### src/rtl/uart_rx_framer.sv
// -----------------------------------------------------------------------------
// uart_rx_framer
//
// Receive-side frame assembler that sits directly after the UART sampler.
// The sampler delivers one majority-voted bit per bit_valid strobe; this block
// finds the start bit, shifts the data bits in LSB-first, optionally checks a
// parity bit, checks the stop bit(s) and presents the finished byte to the
// consumer (receive FIFO / colour-command decoder) through a valid/ready
// holding register.
//
// Build option:
//   UART_PARITY_EN  when defined, a parity bit follows the data bits and is
//                   checked against PARITY_ODD. When undefined, frames carry no
//                   parity bit and parity_err is always 0.
//
// Parameters:
//   DATA_BITS   data bits per frame (5..9)
//   STOP_BITS   stop bits checked (1 or 2)
//   PARITY_ODD  parity sense with UART_PARITY_EN: 0 even, 1 odd
//
// Ports:
//   clk          in   system clock
//   rst          in   asynchronous reset, active low
//   bit_in       in   sampled bit, qualified by bit_valid
//   bit_valid    in   one-cycle strobe: bit_in carries a new bit
//   data         out  received byte, stable while data_valid and not accepted
//   data_valid   out  a byte is held for the consumer
//   data_ready   in   consumer accepts when data_valid && data_ready
//   frame_err    out  one-cycle pulse: a stop bit was sampled 0
//   parity_err   out  one-cycle pulse: parity mismatch
//   overrun_err  out  one-cycle pulse: good frame lost, holding register full
//   busy         out  high whenever the FSM is not in IDLE
//   state_dbg_o  out  current FSM state encoding, for observation only
//
// Handshake: data_valid rises when a good frame is loaded and stays high, with
// data unchanged, until a cycle in which data_ready is also high. That cycle is
// the transfer; data_valid drops on the following cycle unless a new frame is
// loaded on the same edge, in which case it stays high with the new byte.
// -----------------------------------------------------------------------------
module uart_rx_framer #(
    parameter int DATA_BITS  = 8,
    parameter int STOP_BITS  = 1,
    parameter int PARITY_ODD = 0
) (
    input  logic                 clk,
    input  logic                 rst,
    input  logic                 bit_in,
    input  logic                 bit_valid,
    output logic [DATA_BITS-1:0] data,
    output logic                 data_valid,
    input  logic                 data_ready,
    output logic                 frame_err,
    output logic                 parity_err,
    output logic                 overrun_err,
    output logic                 busy,
    output logic [1:0]           state_dbg_o
);

    localparam int CNT_W = $clog2(DATA_BITS + 1);

    typedef enum logic [1:0] {
        S_IDLE   = 2'd0,
        S_DATA   = 2'd1,
        S_PARITY = 2'd2,
        S_STOP   = 2'd3
    } state_t;

    state_t               state_q,       state_d;
    logic [CNT_W-1:0]     bit_cnt_q,     bit_cnt_d;
    logic                 stop_cnt_q,    stop_cnt_d;
    logic [DATA_BITS-1:0] shift_q,       shift_d;
    logic                 par_bad_q,     par_bad_d;
    logic                 stop_bad_q,    stop_bad_d;
    logic [DATA_BITS-1:0] data_q,        data_d;
    logic                 data_valid_q,  data_valid_d;
    logic                 frame_err_q,   frame_err_d;
    logic                 parity_err_q,  parity_err_d;
    logic                 overrun_err_q, overrun_err_d;

    logic stop_bad_now;
    logic last_stop;

    always_ff @(posedge clk or negedge rst) begin
        if (!rst) begin
            state_q       <= S_IDLE;
            bit_cnt_q     <= '0;
            stop_cnt_q    <= 1'b0;
            shift_q       <= '0;
            par_bad_q     <= 1'b0;
            stop_bad_q    <= 1'b0;
            data_q        <= '0;
            data_valid_q  <= 1'b0;
            frame_err_q   <= 1'b0;
            parity_err_q  <= 1'b0;
            overrun_err_q <= 1'b0;
        end else begin
            state_q       <= state_d;
            bit_cnt_q     <= bit_cnt_d;
            stop_cnt_q    <= stop_cnt_d;
            shift_q       <= shift_d;
            par_bad_q     <= par_bad_d;
            stop_bad_q    <= stop_bad_d;
            data_q        <= data_d;
            data_valid_q  <= data_valid_d;
            frame_err_q   <= frame_err_d;
            parity_err_q  <= parity_err_d;
            overrun_err_q <= overrun_err_d;
        end
    end

    always_comb begin
        state_d       = state_q;
        bit_cnt_d     = bit_cnt_q;
        stop_cnt_d    = stop_cnt_q;
        shift_d       = shift_q;
        par_bad_d     = par_bad_q;
        stop_bad_d    = stop_bad_q;
        data_d        = data_q;
        // An accepted byte is released unless a completion below reloads it.
        data_valid_d  = data_valid_q && !data_ready;
        frame_err_d   = 1'b0;
        parity_err_d  = 1'b0;
        overrun_err_d = 1'b0;
        stop_bad_now  = stop_bad_q | ~bit_in;
        // With a single stop bit the counter is never consulted.
        last_stop     = (STOP_BITS == 1) ? 1'b1 : stop_cnt_q;

        case (state_q)
            S_IDLE: begin
                if (bit_valid && !bit_in) begin
                    state_d    = S_DATA;
                    bit_cnt_d  = '0;
                    stop_cnt_d = 1'b0;
                    par_bad_d  = 1'b0;
                    stop_bad_d = 1'b0;
                end
            end

            S_DATA: begin
                if (bit_valid) begin
                    shift_d   = {bit_in, shift_q[DATA_BITS-1:1]};
                    bit_cnt_d = bit_cnt_q + CNT_W'(1);
                    if (bit_cnt_q == CNT_W'(DATA_BITS - 1)) begin
`ifdef UART_PARITY_EN
                        state_d = S_PARITY;
`else
                        state_d = S_STOP;
`endif
                    end
                end
            end

            // Only reachable when the parity build option is on.
            S_PARITY: begin
                if (bit_valid) begin
                    par_bad_d = (^{shift_q, bit_in}) ^ (PARITY_ODD != 0);
                    state_d   = S_STOP;
                end
            end

            S_STOP: begin
                if (bit_valid) begin
                    stop_bad_d = stop_bad_now;
                    stop_cnt_d = stop_cnt_q + 1'b1;
                    if (last_stop) begin
                        state_d = S_IDLE;
                        if (stop_bad_now) begin
                            frame_err_d = 1'b1;
                        end else if (par_bad_q) begin
                            parity_err_d = 1'b1;
                        end else if (!data_valid_q || data_ready) begin
                            data_d       = shift_q;
                            data_valid_d = 1'b1;
                        end else begin
                            overrun_err_d = 1'b1;
                        end
                    end
                end
            end

            default: state_d = S_IDLE;
        endcase
    end

    assign data        = data_q;
    assign data_valid  = data_valid_q;
    assign frame_err   = frame_err_q;
    assign parity_err  = parity_err_q;
    assign overrun_err = overrun_err_q;
    assign busy        = (state_q != S_IDLE);
    assign state_dbg_o = state_q;

endmodule

### config.mk
export PLATFORM = sky130hd
export DESIGN_NAME = uart_rx_framer
export DESIGN_NICKNAME = d
export VERILOG_FILES = /design/src/rtl/uart_rx_framer.sv
export SDC_FILE = /design/constraint.sdc
export NUM_CORES = 1
export LEC_CHECK = 0
export BUFFER_PORTS_ARGS = -buffer_cell sky130_fd_sc_hd__buf_2
export CORE_ASPECT_RATIO = 1.2
export CORE_MARGIN = 2
export CORE_UTILIZATION = 35
export CTS_CLUSTER_SIZE = 30
export DETAILED_ROUTE_END_ITERATION = 8
export GPL_TIMING_DRIVEN = 0
export SYNTH_ARGS = -nofsm -noshare
export SYNTH_HDL_FRONTEND = slang
export SYNTH_SLANG_ARGS = --single-unit
### constraint.sdc
create_clock -name clk -period 3.4 [get_ports clk]
set_input_delay 0.17 -clock clk [delete_from_list [all_inputs] [get_ports clk]]
set_output_delay 0.17 -clock clk [all_outputs]
set_load 0.01 [all_outputs]
After elaboration in Yosys (flattened, before gate mapping)
Cells that the tools add are included.

RAM bits: 0. Output and inout bits: 15. Input port bits: 5. Bits in registers: 28. Memory bits (read-only): 0. Latch bits: 0. Word-level logic and storage cells: 73. Memories: 0.

Reductions and logical operators: 18. Shift operators: 0. $lt $le $gt $ge: 0. Equal/unequal tests: 9. Mux-type cells: 31. Divide/modulo/power cells: 0. Add/subtract/negate cells: 1. $mul: 0. Bitwise logic cells: 4.

Operators by type and width (count): $mux W1 (20); $mux W2 (5); $ne A2 B2 Y1 const B (5); $reduce_and A5 Y1 (2); $reduce_and A3 Y1 (3); $reduce_xor A9 Y1 (1); $mux W4 (2); $pmux W2 S4 (1); $pmux W4 S2 (1); $reduce_bool A2 Y1 (4); $add A4 B1 Y4 const B (1); $eq A2 B2 Y1 const B (2); $eq A4 B3 Y1 const B (1); $pmux W1 S2 (2); $logic_not A1 Y1 (3); $not A1 Y1 (3); $eq A2 B1 Y1 const B (1); $logic_and A1 B1 Y1 (2); $logic_not A2 Y1 (1); $reduce_and A2 Y1 (1); $logic_or A1 B1 Y1 (1); $or A1 B1 Y1 (1).

Longest topological paths before layout
Depth after elaboration: 7. Mapped depth: 7. Gate-level depth less buffers: 6.

Worst setup path after synthesis
Ideal clock, no wire load.

Kind: register -> register. From: register state_q[1] (netlist: state_dbg_o[1]). To: register data_q[0] (netlist: data[0]). Arrival time: 1.817 ns. Cell stages (with the launch flop): 7. Clock period less this slack: 1.942 ns. Slack: 1.458 ns. Data required time: 3.275 ns. Library setup time: 0.125 ns. Buffers on the path: 1. Path through: dfrtp_1 -> ha_1 -> nand2_4 -> or4b_4 -> nor2b_4 -> buf_12 -> mux2_4.

Word-level cells in the longest chain between the ends: 2.

Ends and longest elaborated chain: start, declared (RTL line 68) `state_t state_q, state_d;`; start signal, assigned (RTL line 97) `state_q <= state_d;`; $eq A2 B2 Y1; $reduce_and A5 Y1 (no source line); end signal, assigned (RTL line 103) `data_q <= data_d;`; end, declared (RTL line 74) `logic [DATA_BITS-1:0] data_q, data_d;`.

Every way passes these cells. A chain may end at the register's enable or synchronous reset.

Worst setup path after layout
From: register state_q[1] (netlist: state_dbg_o[1]). To: register data_q[6] (netlist: data[6]).

Same word-level chain as after synthesis.

==> impl_metrics.env <==
export IMPL_vdd_drop_max_mv=0.367
export IMPL_io_buffers=17
export IMPL_synth_most_common_cell="dfrtp_1"
export IMPL_nNetsFinal=146
export IMPL_io_pins=20
export IMPL_seq_area_frac_synth_pct=49.5
export IMPL_final_setup_tns_ps=0
export IMPL_grt_use_met1_pct=13.2
export IMPL_cp_top_family="simple AND/OR/NAND/NOR gates"
export IMPL_final_max_slew_viol_count=0
export IMPL_use_met2_pct=20.1
export IMPL_hold_path_class="primary input to flop"
export IMPL_grt_pass1_wl_mm=3.89
export IMPL_yosysTopAreaCell="dfrtp_1"
export IMPL_critPathBufInv=1
export IMPL_drive_gt1_share_pct=33.6
export IMPL_ys_flop_type="dfrtp_1"
export IMPL_max_cap_violations=0
export IMPL_grt_pass1_vias=908
export IMPL_yosys_top_cells_area="dfrtp_1, mux2_4, mux2_2"
export IMPL_fmax_mhz=505
export IMPL_synth_cell_type_count=34
export IMPL_root_buffer="clkbuf_8"
export IMPL_met3_usage_pct=2.11
export IMPL_hpwl_mm=1.69
export IMPL_place_gp_congestion=0.805
export IMPL_antenna_left=0
export IMPL_dieArea_um2=4570
export IMPL_syn_num_nets=123
export IMPL_die_h_um=73.7
export IMPL_relSlewSlack_pct=58.7
export IMPL_synth_seq_cells=28
export IMPL_status="finished clean"
export IMPL_antenna_found_initial=0
export IMPL_n_fill_cell=375
export IMPL_synthesis_area_um2=1420
export IMPL_numCtsBuffers=3
export IMPL_r2r_slack_ps=1420
export IMPL_netlist_area_leader_share_pct=49.5
export IMPL_cts_setup_buffers=0
export IMPL_finClkSkew_ps=4.37
export IMPL_std_cell_rows=25
export IMPL_routedWlPerCell_um=12.2
export IMPL_start_util_pct=36.2
export IMPL_async_flop_share_pct=100
export IMPL_synth_edff_count=0
export IMPL_grt_max_degree=29
export IMPL_first_pass_iters=4
export IMPL_cp_slowest_cell="or4b_4"
export IMPL_finalCriticalPeriod_ps=1980
export IMPL_area_growth_pct=16.5
export IMPL_hold_end="frame_err"
export IMPL_cts_tree="yes"
export IMPL_final_hold_viol_count=0
export IMPL_insertion_delay_ps=270
export IMPL_min_period_over_period_pct=58.3
export IMPL_reg2reg_from="state_dbg_o[1]"
export IMPL_diodes=0
export IMPL_p_leak_nw=0.806
export IMPL_ctsHtreeMaxLevel=1
export IMPL_routed_via_count=901
export IMPL_wirelength_mm=2.30
export IMPL_multi_input_area_um2=646
export IMPL_synth_common_cells="dfrtp_1, mux2_2, mux2_4, nand2_1, inv_1"
export IMPL_critical_path_max_stage_delay_ps=510
export IMPL_criticalPathCategory="flop to flop"
export IMPL_cp_end_kind="flop"
export IMPL_drtIter0Drc=8
export IMPL_grtUsageTotal_pct=11.5
export IMPL_worstSetupStartpointType="flop"
export IMPL_clockBufferDepth=2
export IMPL_reg2reg_to="data[6]"
export IMPL_r2r_cells=6
export IMPL_worstPathCellList="ha_1, nand2_4, or4b_4, nor2b_4, buf_12, mux2_4"
export IMPL_cts_sinks=28
export IMPL_ys_warnings_count=0
export IMPL_power_density_nw_per_um2=959
export IMPL_die_w_um=62.1
export IMPL_crit_fanout=8
export IMPL_drc=0
export IMPL_core_area_um2=3910
export IMPL_routed_via_density=4.79
export IMPL_worstMarginPinSlew_ps=619
export IMPL_synthCells=112
export IMPL_finalSetupViolCount=0
export IMPL_syn_area_per_cell_um2=12.6
export IMPL_globalRouteOverflowTotal=0
export IMPL_top_usage_layer="met2"
export IMPL_seqCellArea_um2=701
export IMPL_power_mw=1.58
export IMPL_worstPathArrival_ps=2140
export IMPL_whs_path_depth=3
export IMPL_min_from="bit_valid"
export IMPL_clkTransAtPathRegs_ps=90
export IMPL_required_ps=3560
export IMPL_rsz0062_at_grt="false"
worst max path at each step:
stage | start | to | slack (ps) | depth (start not counted)
2_1_floorplan | state_dbg_o[1] | data[0] | 1460 | 6
6_report | state_dbg_o[1] | data[6] | 1420 | 6
5_1_grt | state_dbg_o[0] | bit_cnt_q[3] | 1290 | 7
3_5_place_dp | state_dbg_o[1] | data[0] | 1420 | 6
4_1_cts | state_dbg_o[1] | data[0] | 1410 | 6
3_3_place_gp | state_dbg_o[1] | data[6] | 1460 | 6
per-stage QoR:
step | cells | hold WS [ps] | cell area (um^2) | util (%) | setup WS (ps)
floorplan | 112 | -126 | 1420 | - | 1460
global placement | 183 | 212 | 1570 | 40.1 | 1460
detailed placement | 183 | 229 | 1570 | 40.1 | 1420
CTS | 188 | 132 | 1650 | 42.2 | 1410
global route | 188 | 143 | 1650 | 42.2 | 1290
finish | 188 | 141 | 1650 | 42.2 | 1420
cell type report:
class,instances,share of cell area [%]
Clock buffer,3,2.50
Buffer,5,2.65
Multi-Input combinational cell,72,39.1
Clock inverter,1,1.82
Inverter,7,1.59
Timing Repair Buffer,18,5.76
Sequential cell,28,42.5
Tap cell,54,4.09
timing repair:
item                      4_1_cts  5_1_grt
hold endpoints to repair       28        0
hold buffers                    1        0
resized for setup               0        0
cells by family after synthesis:
group	Yosys count	share of synthesized area [%]
buf+inv	12	4.95
compound gates	15	7.24
xor+xnor	7	5.30
fa+ha+maj	6	5.30
simple gates	25	10.7
mux	19	17.1
flops	28	49.5
cells in the final DEF, fill, tap and decap left out, types with 3 or more instances in the layout:
master	netlist	final
a21oi_1	4	4
a22o_1	3	3
buf_2	1	18
clkbuf_8	0	3
dfrtp_1	28	28
ha_1	6	6
inv_1	7	7
mux2_2	9	9
mux2_4	8	8
nand2_1	8	8
nand3_1	4	4
o21ai_0	3	3
xnor2_1	4	4
sequential cells by signal, indices dropped and copies added, names as in the netlist:
name and cells:
data 8, shift_q 8, bit_cnt_q 4, state_dbg_o 2, data_valid 1, frame_err 1, overrun_err 1, par_bad_q 1
parity_err 1, stop_bad_q 1
power breakdown:
group / total [mW] / internal, mW / switching [mW]
registers: 0.608 / 0.480 / 0.128
clock network: 0.258 / 0.157 / 0.101
logic: 0.716 / 0.406 / 0.310
total: 1.58 / 1.04 / 0.538
layer usage:
metal | vias up | wire [um]
li1 | 435 | -
met1 | 447 | 1010
met2 | 17 | 1200
met3 | 2 | 70
met4 | 0 | 14
met5 | - | 0
worst register-to-register path: stages, from the launching register on:
cell and delay, ps:
dfrtp_1 440, ha_1 270, nand2_4 70, or4b_4 510, nor2b_4 140, buf_12 140, mux2_4 300
No activity file was read; power rests on OpenSTA's default activity.
